`config.mk`:
```
export PLATFORM = sky130hd
export DESIGN_NAME = uart_tx_arb_flat
export DESIGN_NICKNAME = d
export VERILOG_FILES = /design/src/rtl/uart_arb_pkg.sv /design/src/rtl/uart_tx_arb_if.sv /design/src/rtl/uart_rr_pick.sv /design/src/rtl/uart_tx_arb.sv /design/src/flat_wrapper.sv
export SDC_FILE = /design/constraint.sdc
export NUM_CORES = 1
export LEC_CHECK = 0
export ABC_CLOCK_PERIOD_IN_PS = 2820
export BUFFER_PORTS_ARGS = -buffer_cell sky130_fd_sc_hd__buf_2
export CAP_MARGIN = 20
export CELL_PAD_IN_SITES_DETAIL_PLACEMENT = 2
export CELL_PAD_IN_SITES_GLOBAL_PLACEMENT = 2
export CORE_UTILIZATION = 26
export DETAILED_ROUTE_END_ITERATION = 10
export HOLD_SLACK_MARGIN = 0.12
export MAX_ROUTING_LAYER = met4
export PLACE_DENSITY_LB_ADDON = 0.12
export SLEW_MARGIN = 20
export SYNTH_ARGS = -nofsm -noshare
export SYNTH_HDL_FRONTEND = slang
export SYNTH_SLANG_ARGS = --single-unit
```
`constraint.sdc`:
```
create_clock -name clk -period 2.82 [get_ports clk]
set_clock_uncertainty 0.05 [all_clocks]
set_input_delay 0.564 -clock clk [delete_from_list [all_inputs] [get_ports clk]]
set_output_delay 0.564 -clock clk [all_outputs]
set_load 0.005 [all_outputs]
```
`src/rtl/uart_arb_pkg.sv`:
```
// Shared types and constants for the UART transmit arbiter.
//   state_t      : arbiter FSM encoding (IDLE, HDR, DATA)
//   HDR_ID_MASK  : bits of the header byte that carry the source ID
//   HDR_BASE_DEF : default header base byte (low nibble zero)
package uart_arb_pkg;

  typedef enum logic [1:0] {
    IDLE = 2'd0,
    HDR  = 2'd1,
    DATA = 2'd2
  } state_t;

  localparam logic [3:0] HDR_ID_MASK  = 4'hF;
  localparam logic [7:0] HDR_BASE_DEF = 8'hA0;

endpackage

```
`src/rtl/uart_tx_arb_if.sv`:
```
// Bundle of requester-side and UART-side signals of the transmit arbiter.
//   req_data/req_valid/req_last/req_ready : NUM_REQ byte-stream sources
//   tx_data/tx_valid/tx_ready             : shared uart transmit channel
//   grant_id/busy/abort                   : arbiter status
// Modports:
//   master : the arbiter (drives tx_*, req_ready and status)
//   slave  : the environment (sources and uart)
interface uart_tx_arb_if #(
  parameter int unsigned NUM_REQ    = 4,
  parameter int unsigned DATA_WIDTH = 8
);
  localparam int unsigned ID_W = (NUM_REQ > 1) ? $clog2(NUM_REQ) : 1;

  logic [NUM_REQ*DATA_WIDTH-1:0] req_data;
  logic [NUM_REQ-1:0]            req_valid;
  logic [NUM_REQ-1:0]            req_last;
  logic [NUM_REQ-1:0]            req_ready;
  logic [DATA_WIDTH-1:0]         tx_data;
  logic                          tx_valid;
  logic                          tx_ready;
  logic [ID_W-1:0]               grant_id;
  logic                          busy;
  logic                          abort;

  modport master (
    input  req_data, req_valid, req_last, tx_ready,
    output req_ready, tx_data, tx_valid, grant_id, busy, abort
  );

  modport slave (
    output req_data, req_valid, req_last, tx_ready,
    input  req_ready, tx_data, tx_valid, grant_id, busy, abort
  );

endinterface

```
`src/rtl/uart_rr_pick.sv`:
```
// Combinational rotating-priority picker.
//   req        : request vector
//   last_grant : index granted most recently; search starts one above it
//   found      : at least one request is set
//   index      : first set request found searching upward with wrap
module uart_rr_pick #(
  parameter int unsigned N  = 4,
  parameter int unsigned IW = 2
) (
  input  logic [N-1:0]  req,
  input  logic [IW-1:0] last_grant,
  output logic          found,
  output logic [IW-1:0] index
);

  always_comb begin
    int unsigned cand;
    found = 1'b0;
    index = '0;
    cand  = 0;
    for (int unsigned off = 1; off <= N; off++) begin
      cand = (int'(last_grant) + off) % N;
      if (!found && req[cand]) begin
        found = 1'b1;
        index = IW'(cand);
      end
    end
  end

endmodule

```
`src/rtl/uart_tx_arb.sv`:
```
// Round-robin frame arbiter in front of a single uart transmit channel.
// Each granted frame is sent atomically, prefixed by a header byte
// HDR_BASE | id; a frame whose owner stalls for TIMEOUT_CYC cycles is aborted.
//   clk  : clock
//   rstn : asynchronous active-low reset
//   bus  : requester streams, uart channel and status (master view)
module uart_tx_arb
  import uart_arb_pkg::*;
#(
  parameter int unsigned            NUM_REQ     = 4,
  parameter int unsigned            DATA_WIDTH  = 8,
  parameter logic [DATA_WIDTH-1:0]  HDR_BASE    = DATA_WIDTH'(HDR_BASE_DEF),
  parameter int unsigned            TIMEOUT_CYC = 1024
) (
  input logic           clk,
  input logic           rstn,
  uart_tx_arb_if.master bus
);

  localparam int unsigned ID_W = (NUM_REQ > 1) ? $clog2(NUM_REQ) : 1;
  localparam int unsigned WD_W = (TIMEOUT_CYC > 1) ? $clog2(TIMEOUT_CYC) : 1;
  // Abort fires in the starved cycle in which the count would reach TIMEOUT_CYC.
  localparam logic [WD_W-1:0] WD_LAST = WD_W'((TIMEOUT_CYC == 0) ? 0 : TIMEOUT_CYC - 1);

  state_t                state, state_nxt;
  logic [ID_W-1:0]       grant_q;
  logic [ID_W-1:0]       last_grant_q;
  logic [WD_W-1:0]       wd_cnt;
  logic                  found;
  logic [ID_W-1:0]       pick;
  logic                  own_valid;
  logic                  own_last;
  logic [DATA_WIDTH-1:0] own_data;
  logic [DATA_WIDTH-1:0] hdr_byte;
  logic                  data_hs;
  logic                  starve;
  logic                  wd_hit;

  uart_rr_pick #(
    .N  (NUM_REQ),
    .IW (ID_W)
  ) u_pick (
    .req        (bus.req_valid),
    .last_grant (last_grant_q),
    .found      (found),
    .index      (pick)
  );

  assign own_valid = bus.req_valid[grant_q];
  assign own_last  = bus.req_last[grant_q];
  assign own_data  = bus.req_data[grant_q*DATA_WIDTH +: DATA_WIDTH];
  assign hdr_byte  = HDR_BASE | (DATA_WIDTH'(grant_q) & DATA_WIDTH'(HDR_ID_MASK));

  assign data_hs = (state == DATA) && own_valid && bus.tx_ready;
  // Only an owner with nothing to offer counts as stalled; uart backpressure does not.
  assign starve  = (state == DATA) && !own_valid;
  assign wd_hit  = (TIMEOUT_CYC != 0) && starve && (wd_cnt == WD_LAST);

  assign bus.busy     = (state != IDLE);
  assign bus.grant_id = grant_q;

  always_ff @(posedge clk or negedge rstn) begin
    if (!rstn) state <= IDLE;
    else       state <= state_nxt;
  end

  always_comb begin
    state_nxt     = state;
    bus.tx_valid  = 1'b0;
    bus.tx_data   = '0;
    bus.req_ready = '0;
    bus.abort     = 1'b0;
    case (state)
      IDLE: begin
        if (found) state_nxt = HDR;
      end
      HDR: begin
        bus.tx_valid = 1'b1;
        bus.tx_data  = hdr_byte;
        if (bus.tx_ready) state_nxt = DATA;
      end
      DATA: begin
        bus.tx_valid           = own_valid;
        bus.tx_data            = own_data;
        bus.req_ready[grant_q] = bus.tx_ready;
        if (data_hs && own_last) begin
          state_nxt = IDLE;
        end else if (wd_hit) begin
          bus.abort = 1'b1;
          state_nxt = IDLE;
        end
      end
      default: state_nxt = IDLE;
    endcase
  end

  always_ff @(posedge clk or negedge rstn) begin
    if (!rstn) begin
      grant_q      <= '0;
      last_grant_q <= ID_W'(NUM_REQ - 1);
      wd_cnt       <= '0;
    end else begin
      if (state == IDLE && found) grant_q <= pick;
      if (state == DATA && state_nxt == IDLE) last_grant_q <= grant_q;
      // Held at zero outside DATA, so it is already clear on entry.
      if (state_nxt != DATA || data_hs) wd_cnt <= '0;
      else if (starve && TIMEOUT_CYC != 0) wd_cnt <= wd_cnt + 1'b1;
    end
  end

endmodule

```
`src/flat_wrapper.sv`:
```
// flat-port wrapper written by rule: the top's interface ports become plain ports
module uart_tx_arb_flat import uart_arb_pkg::*;
#(
  parameter int unsigned            NUM_REQ     = 4,
  parameter int unsigned            DATA_WIDTH  = 8,
  parameter logic [DATA_WIDTH-1:0]  HDR_BASE    = DATA_WIDTH'(HDR_BASE_DEF),
  parameter int unsigned            TIMEOUT_CYC = 1024
)
  (clk, rstn, bus_req_data, bus_req_valid, bus_req_last, bus_tx_ready, bus_req_ready, bus_tx_data, bus_tx_valid, bus_grant_id, bus_busy, bus_abort);
  uart_tx_arb_if #(.NUM_REQ(NUM_REQ), .DATA_WIDTH(DATA_WIDTH)) bus_i ();
  input logic clk;
  input logic rstn;
  input wire logic [$bits(bus_i.req_data)-1:0] bus_req_data;
  input wire logic [$bits(bus_i.req_valid)-1:0] bus_req_valid;
  input wire logic [$bits(bus_i.req_last)-1:0] bus_req_last;
  input wire logic [$bits(bus_i.tx_ready)-1:0] bus_tx_ready;
  output wire logic [$bits(bus_i.req_ready)-1:0] bus_req_ready;
  output wire logic [$bits(bus_i.tx_data)-1:0] bus_tx_data;
  output wire logic [$bits(bus_i.tx_valid)-1:0] bus_tx_valid;
  output wire logic [$bits(bus_i.grant_id)-1:0] bus_grant_id;
  output wire logic [$bits(bus_i.busy)-1:0] bus_busy;
  output wire logic [$bits(bus_i.abort)-1:0] bus_abort;
  assign bus_i.req_data = bus_req_data;
  assign bus_i.req_valid = bus_req_valid;
  assign bus_i.req_last = bus_req_last;
  assign bus_i.tx_ready = bus_tx_ready;
  assign bus_req_ready = bus_i.req_ready;
  assign bus_tx_data = bus_i.tx_data;
  assign bus_tx_valid = bus_i.tx_valid;
  assign bus_grant_id = bus_i.grant_id;
  assign bus_busy = bus_i.busy;
  assign bus_abort = bus_i.abort;
  uart_tx_arb #(.NUM_REQ(NUM_REQ), .DATA_WIDTH(DATA_WIDTH), .HDR_BASE(HDR_BASE), .TIMEOUT_CYC(TIMEOUT_CYC)) u_core (.clk(clk), .rstn(rstn), .bus(bus_i));
endmodule
```
==> impl_metrics.toml, run 1 <==
[pwr]
power_mw = 1.32
vdd_drop_max_v = 0.000253
p_leak_nw = 0.847
power_per_cell_area_nw_per_um2 = 740

[setup_path]
critPathMaxStageDelay_ps = 540
critPathRequiredTime_ps = 2210
cp_slowest_cell = "mux4_2"
critPathMaxFanout = 16
cp.arrival_ps = 1810
crit_chain = "buf_4, mux4_2, a21oi_1, nor2b_1, buf_2"
path_class = "reg2out"
start_kind = "flop"
endpoint_kind = "output pin"

[detailed_routing]
wire_per_inst_um = 16.3
dr.pass1.iters = 4
vias = 1331
drt_iter0_drc = 40
totalWireLength_um = 4460
antenna_left = 0
vias_per_cell = 4.88
drc = 0

[die]
core_um2 = 4820
start_util_pct = 27.6
die_width_um = 73.5
die_h_um = 73.5
io_pins = 60
rows = 25
dieArea_um2 = 5410

[synthesis]
synth_seq_cells = 16
synthAdderAreaFrac_pct = 4.70
ys.flop_type = "dfrtp_1"
yosysUniqueCellTypes = 36
seq_area_frac_synth_pct = 30.3
syn-mean-instance-area_um2 = 9.30
yosys.area_share.simple_pct = 21.4
synth_compound_area_share_pct = 14.0
syn_inst = 143
synth_top_family_by_area = "simple AND/OR/NAND/NOR gates"
syn_area_um2 = 1330
synth_nets = 191
synth_edf_count = 0
yosysWarnings = 0
async_flop_share_pct = 100
muxShareOfSynthArea_pct = 19.4
synth-xor-area-share_pct = 5.93

[sta]
fin_hold_ws_ps = 171
setup_slack_ps = 399
finalCritPeriodShare_pct = 85.8
max_freq_mhz = 413
setup_tns_ps = 0
worst_pin_slew_ps = 613
rsz0062_at_grt = "false"
setup_viol = 0
finalCriticalPeriod_ps = 2420
final_max_slew_viol_count = 0
final_hold_viol_count = 0
slew_headroom_pct = 58.6

[run_status]
status = "finished clean"

[place]
dp_slack_ps = 176
portBuffers = 59
hpwl_um = 3680
place_congestion = 0.771

[cts]
hold_buffers = 0
cts_resized = 0
cts_buffers = 3
post-cts-setup-buffer-count = 0
htreeDepth = 1
cts.sinks = 16
clkSlewWorstSetupHoldPaths_ps = 70
clockBufferDepth = 2
cts_tree = "done"
cts_root_buf = "clkbuf_8"
clk_latency_ps = 250

[global_routing]
grt_usage_pct = 18.8
grt_pass1_wl_um = 7350
gr-total-overflow = 0
grt_pass1_vias = 1482
grt_max_degree = 18
antenna_found_initial = 0

[layout]
n_antenna_cell = 0
utilization_pct = 36.9
layout_commonest_cell = "buf_2"
drive_gt1_share_pct = 39.8
nFillCells = 598
final_cell_mix = "59 x buf_2, 15 x nor2_1, 14 x dfrtp_1"
finalNetCount = 255
area_delta_synth_final_pct = 33.8

[job]
cap_violations = 0

[hold_path]
worstHoldPathType = "in2async"
[synth_stat cells (3+ instances only)]
cell	number	area share (%)
nor2b_1	6	2.8
nand3_1	4	1.5
xnor2_1	4	2.6
nand2b_1	4	1.9
nand2_1	11	3.1
mux2i_1	4	3.0
nor3_1	3	1.1
mux4_2	9	15
and3_1	5	2.4
o21ai_0	6	2.3
clkbuf_1	3	0.85
nand4_1	3	1.4
inv_1	7	2.0
ha_1	5	4.7
dfrtp_1	14	26
xor2_1	5	3.3
a21oi_1	12	4.5
nor2_1	15	4.2
[layer usage]
layer | routed length, µm | vias up | track usage (%)
met5 | 0 | - | -
met4 | 10 | 0 | 1.92
met3 | 88 | 2 | 3.29
met2 | 2530 | 14 | 35.3
met1 | 1830 | 672 | 21.4
li1 | - | 643 | -
[through the flow]
step | area [µm²] | cells
after global routing | 1780 | 273
after global placement | 1720 | 269
after floorplan | 1330 | 143
after detailed placement | 1720 | 269
after CTS | 1780 | 273
final | 1780 | 273
[report_power, final]
group | switching (mW) | internal (mW)
combinational | 0.414 | 0.373
sequential | 0.0443 | 0.281
clock | 0.0809 | 0.124
total | 0.539 | 0.777
[cell type report]
cell class / instances / area [µm²] / share of cell area (%)
multi-input combinational: 114 / 871 / 48.9
clock buffer: 4 / 55.1 / 3.09
tap: 67 / 83.8 / 4.71
timing repair buffer: 65 / 340 / 19.1
inverter: 7 / 26.3 / 1.48
sequential: 16 / 403 / 22.6
[cell families after synthesis]
logic type / count (synthesis)
AOI/OAI and AO/OA: 31
xor gates and xnor gates: 9
adders and majority gates: 5
buffers and inverters: 13
DFF: 16
muxes: 14
and+or+nand+nor: 55
[critical path, delay by kind of cell (launching register included)]
kind,cells,cell delay [ps]
buffers and inverters,2,410
multiplexers,1,540
flip-flops,1,380
AO/OA/AOI/OAI,1,160
AND/OR/NAND/NOR,1,50
[registers in the layout, summed over array words and instances (netlist names)]
name / flops
u_core.wd_cnt: 10
u_core.bus.grant_id: 2
u_core.last_grant_q: 2
u_core.state: 2
[path summary, 6_finish.rpt]
| check | start | end | slack (ps) | cells past startpoint |
|---|---|---|---|---|
| max | u_core.bus.grant_id[0] | bus_tx_data[5] | 400 | 5 |
| min in group clk | u_core.wd_cnt[9] | u_core.wd_cnt[9] | 510 | 2 |
| max in group asynchronous | rstn | u_core.last_grant_q[0] | 2240 | 1 |
| min reg2reg | u_core.wd_cnt[9] | u_core.wd_cnt[9] | 510 | 2 |
| min | rstn | u_core.bus.grant_id[0] | 170 | 1 |
| max reg2reg | u_core.bus.grant_id[0] | u_core.last_grant_q[1] | 470 | 6 |
(Power assumes the default switching activity.)
==> run 2, diff against run 1 <==
--- a/config.mk
+++ b/config.mk
@@ -10,7 +10,7 @@
 export CAP_MARGIN = 20
 export CELL_PAD_IN_SITES_DETAIL_PLACEMENT = 2
 export CELL_PAD_IN_SITES_GLOBAL_PLACEMENT = 2
-export CORE_UTILIZATION = 26
+export CORE_UTILIZATION = 28
 export DETAILED_ROUTE_END_ITERATION = 10
 export HOLD_SLACK_MARGIN = 0.12
 export MAX_ROUTING_LAYER = met4
@@ -18,4 +18,5 @@
 export SLEW_MARGIN = 20
 export SYNTH_ARGS = -nofsm -noshare
 export SYNTH_HDL_FRONTEND = slang
+export SYNTH_HIERARCHICAL = 1
 export SYNTH_SLANG_ARGS = --single-unit
==> impl_metrics.toml, run 2 <==
[setup_path]
cp.arrival_ps = 2040
startpoint = "u_core/bus.grant_id[0]"
critPathRequiredTime_ps = 2210
critPathMaxFanout = 6
start_kind = "flop"
r2r-start = "u_core/bus.grant_id[0]"
path_class = "reg2out"
endpoint_kind = "output pin"

[sta]
final_hold_viol_count = 0
slew_headroom_pct = 64.0
final_max_slew_viol_count = 0
max_freq_mhz = 376
setup_tns_ps = 0
worst_pin_slew_ps = 540
rsz0062_at_grt = "false"
finalCriticalPeriod_ps = 2660
setup_viol = 0
setup_slack_ps = 161
finalCritPeriodShare_pct = 94.3

[cts]
hold_buffers = 0
cts_buffers = 3
clkSlewWorstSetupHoldPaths_ps = 60
cts_resized = 0
htreeDepth = 1
post-cts-setup-buffer-count = 0
clockBufferDepth = 2
cts_root_buf = "clkbuf_8"
cts.sinks = 16
clk_latency_ps = 250
cts_tree = "done"

[synthesis]
synth_edf_count = 0
synth_area_leaders = "dfrtp_1 24%, mux4_2 14%, nor3_2 6.7%"
synth_common_cells = "14 x dfrtp_1, 12 x nor2_1, 10 x nor3_2"
ys.flop_type = "dfrtp_1"
synth_top_area_share_pct = 23.5
synth_seq_cells = 16
syn_area_um2 = 1490
post-synth-top-count-cell = "dfrtp_1"
synth_area_leader_cell = "dfrtp_1"
yosysWarnings = 6
async_flop_share_pct = 100
syn_inst = 149
synth_nets = 197
syn-mean-instance-area_um2 = 9.99
seq_area_frac_synth_pct = 27.1
yosysUniqueCellTypes = 40

[die]
start_util_pct = 29.2
dieArea_um2 = 5610
io_pins = 60
rows = 26
core_um2 = 5110
die_h_um = 74.9
die_width_um = 74.9

[layout]
n_antenna_cell = 0
layout_commonest_cell = "buf_2"
largest_reg_flops = 10
area_delta_synth_final_pct = 27.9
nFillCells = 604
multi_input_area_um2 = 1000
drive_gt1_share_pct = 46.2
final_cell_mix = "59 x buf_2, 14 x dfrtp_1, 12 x nor2_1"
largest_register = "u_core/wd_cnt"
seq_area_um2 = 403
finalNetCount = 257

[detailed_routing]
drt_iter0_drc = 9
vias = 1406
drc = 0
totalWireLength_um = 4920
vias_per_cell = 5.06
dr.pass1.iters = 4
wire_per_inst_um = 17.7
antenna_left = 0

[global_routing]
grt_max_degree = 17
grtUsageMet2_pct = 36.3
grt-busiest-layer = "met2"
met3_usage_pct = 2.81
grt_pass1_wl_um = 7790
grt_pass1_vias = 1566
grt_usage_pct = 19.2
grtUsageMet1_pct = 21.1
gr-total-overflow = 0
antenna_found_initial = 0

[pwr]
p_leak_nw = 0.862
vdd_drop_max_v = 0.000227
power_per_cell_area_nw_per_um2 = 771

[place]
place_congestion = 0.757
hpwl_um = 4120
dp_slack_ps = 207
portBuffers = 59

[run_status]
status = "finished clean"

[job]
cap_violations = 0

[hold_path]
worstHoldPathType = "in2async"
## run 2: cell types whose count changed after synthesis, moves of 3 or more
cell | previous run | this run
nand2_1 | 11 | 8
a21oi_1 | 12 | 9
o21ai_0 | 6 | 3
nor2_1 | 15 | 12
nor3_2 | 0 | 10
## run 2: metal layers
layer	wire length, µm	vias to the layer above	share of wire [%]
li1	-	666	-
met1	1980	698	40
met2	2620	38	53
met3	285	4	5.8
met4	31	0	0.63
met5	0	-	0
## run 2: per-stage QoR
step / hold slack, ps / util [%] / total power, mW / area (µm²) / std cells
floorplan: 218 / - / 1.04 / 1490 / 149
global placement: 450 / 36.2 / 1.24 / 1850 / 274
detailed placement: 462 / 36.2 / 1.29 / 1850 / 274
CTS: 192 / 37.3 / 1.50 / 1900 / 278
global route: 198 / 37.3 / 1.60 / 1900 / 278
finish: 175 / 37.3 / 1.47 / 1900 / 278
## run 2: logic make-up (layout without fill, tap and decap cells)
| family | count (synthesis) | count (layout) | share of synthesized area (%) |
|---|---|---|---|
| buffers and inverters | 17 | 76 | 5.80 |
| AOI/OAI and AO/OA | 25 | 25 | 12.4 |
| adders and majority gates | 5 | 5 | 4.20 |
| and+or+nand+nor | 63 | 63 | 27.1 |
| muxes | 14 | 14 | 18.2 |
| DFF | 16 | 16 | 27.1 |
| xor gates and xnor gates | 9 | 9 | 5.29 |
## run 2: cell type report
cell class,count,share of cell area [%]
multi-input cells,116,52.5
well taps,70,4.60
clock buffers,4,2.89
flip-flops and latches,16,21.2
repair buffers,63,17.1
inverters,9,1.77
## run 2: final timing paths
kind,slack (ps),cells past startpoint,end
setup / recovery,160,4,bus_abort
hold / removal,180,1,u_core/bus.grant_id[1]
setup reg to reg,360,5,u_core/wd_cnt[1]
hold reg to reg,530,2,u_core/last_grant_q[0]
max in group asynchronous,2230,1,u_core/last_grant_q[1]
min in group clk,530,2,u_core/last_grant_q[0]
## run 2: report_power, final
group          internal [mW]  total, mW  switching (mW)
combinational          0.403      0.904           0.501
sequential             0.282      0.360          0.0779
clock                  0.124      0.204          0.0804
## run 2: worst max-delay path: stages, from the launching register on
cell	delay [ps]
dfrtp_1	480
mux4_2	660
nand2b_1	250
nor3_1	240
buf_2	150
==> run 3, diff against run 2 <==
--- a/config.mk
+++ b/config.mk
@@ -12,6 +12,7 @@
 export CELL_PAD_IN_SITES_GLOBAL_PLACEMENT = 2
 export CORE_UTILIZATION = 28
 export DETAILED_ROUTE_END_ITERATION = 10
+export GPL_TIMING_DRIVEN = 0
 export HOLD_SLACK_MARGIN = 0.12
 export MAX_ROUTING_LAYER = met4
 export PLACE_DENSITY_LB_ADDON = 0.12
==> impl_metrics.toml, run 3 (same netlist as run 2, synthesis figures left out) <==
[global_routing]
gr-total-overflow = 0
grt_pass1_vias = 1614
grt_pass1_wl_um = 7530
grt_max_degree = 17
antenna_found_initial = 0
grt_usage_pct = 18.5

[hold_path]
worstHoldPathType = "in2async"

[die]
io_pins = 60
die_h_um = 74.9
die_width_um = 74.9
start_util_pct = 29.2
dieArea_um2 = 5610
rows = 26
core_um2 = 5110

[place]
place_congestion = 0.744
hpwl_um = 3970
dp_cells = 278
portBuffers = 59
place_area_um2 = 1870

[layout]
stdcell_area_um2 = 1930
drive_gt1_share_pct = 45.8
final_cell_mix = "59 x buf_2, 14 x dfrtp_1, 12 x nor2_1"
largest_reg_flops = 10
largest_register = "u_core/wd_cnt"
finalNetCount = 261
layout_commonest_cell = "buf_2"
stdcell_count = 282
n_antenna_cell = 0
area_delta_synth_final_pct = 29.6

[detailed_routing]
vias = 1423
dr.pass1.iters = 2
drt_iter0_drc = 29
wire_per_inst_um = 17.3
totalWireLength_um = 4890
antenna_left = 0
vias_per_cell = 5.05
drc = 0

[cts]
cts_buffers = 3
hold_buffers = 0
cts.sinks = 16
post-cts-setup-buffer-count = 0
cts_tree = "done"
clk_latency_ps = 250
cts_root_buf = "clkbuf_8"
clkSlewWorstSetupHoldPaths_ps = 70
htreeDepth = 1
clockBufferDepth = 2

[sta]
setup_tns_ps = 0
rsz0062_at_grt = "false"
setup_viol = 0
final_hold_viol_count = 0
max_freq_mhz = 365
finalCritPeriodShare_pct = 97.3
worst_pin_slew_ps = 499
finalCriticalPeriod_ps = 2740
final_max_slew_viol_count = 0
slew_headroom_pct = 66.4

[run_status]
status = "finished clean"

[pwr]
vdd_drop_max_v = 0.000246
power_per_cell_area_nw_per_um2 = 795
p_leak_nw = 0.871

[setup_path]
path_class = "reg2out"
critPathMaxStageDelay_ps = 500
crit_family = "buffers and inverters"
cp.arrival_ps = 2130
start_kind = "flop"
crit_buf_inv = 2
endpoint_kind = "output pin"
critPathMaxFanout = 8
cp_slowest_cell = "mux4_2"
crit_chain = "clkbuf_1, mux4_2, nand2b_1, nor3_1, buf_2"
critPathRequiredTime_ps = 2210

[job]
cap_violations = 0
[run 3: metrics by stage]
step | utilization [%] | hold slack (ps) | total power, mW | setup WS (ps)
final | 37.8 | 169 | 1.53 | 77.2
after global placement | 36.6 | 451 | 1.30 | 212
after detailed placement | 36.6 | 458 | 1.35 | 163
after floorplan | - | 218 | 1.04 | 569
after global routing | 37.8 | 191 | 1.66 | 11.4
after CTS | 37.8 | 178 | 1.57 | 45.3
[run 3: path summary, 6_finish.rpt]
kind,cells after the start,slack (ps),end,start
max,5,80,bus_abort,u_core/bus.grant_id[1]
min,1,170,u_core/bus.grant_id[1],rstn
max reg2reg,7,200,u_core/wd_cnt[0],u_core/bus.grant_id[1]
min reg2reg,2,540,u_core/last_grant_q[0],u_core/last_grant_q[0]
max in group asynchronous,1,2240,u_core/last_grant_q[1],rstn
min in group clk,2,540,u_core/last_grant_q[0],u_core/last_grant_q[0]
[run 3: power breakdown]
part | switching (mW) | internal (mW) | leakage (nW) | total [mW]
clock network | 0.0810 | 0.124 | 0.0288 | 0.205
registers | 0.0535 | 0.282 | 0.211 | 0.335
logic | 0.547 | 0.447 | 0.631 | 0.994
[run 3: cell type report]
class / count / area, µm²
Fill cell: 605 / 3180
Multi-Input combinational cell: 116 / 1000
Sequential cell: 16 / 403
Timing Repair Buffer: 59 / 295
Tap cell: 70 / 87.6
Clock buffer: 4 / 55.1
Buffer: 8 / 55.1
Inverter: 9 / 33.8
[run 3: worst register-to-register path: stages, from the launching register on]
cell and delay [ps]:
dfrtp_1 340, clkbuf_1 410, mux4_2 500, nor3b_4 430
a31oi_4 180, a211o_1 320, buf_6 170, nor3_2 150
[run 3: layer usage]
layer | part of all wire, % | wire (µm) | global-route usage [%]
met2 | 55 | 2710 | 37.4
met1 | 39 | 1920 | 18.7
met5 | 0 | 0 | -
met3 | 4.9 | 238 | 1.87
met4 | 0.33 | 16 | 4.40
[run 3: repair_timing]
item,in CTS,in global routing
setup endpoints to repair,3,0
gates resized for setup,2,0
endpoints found under the hold margin,0,0
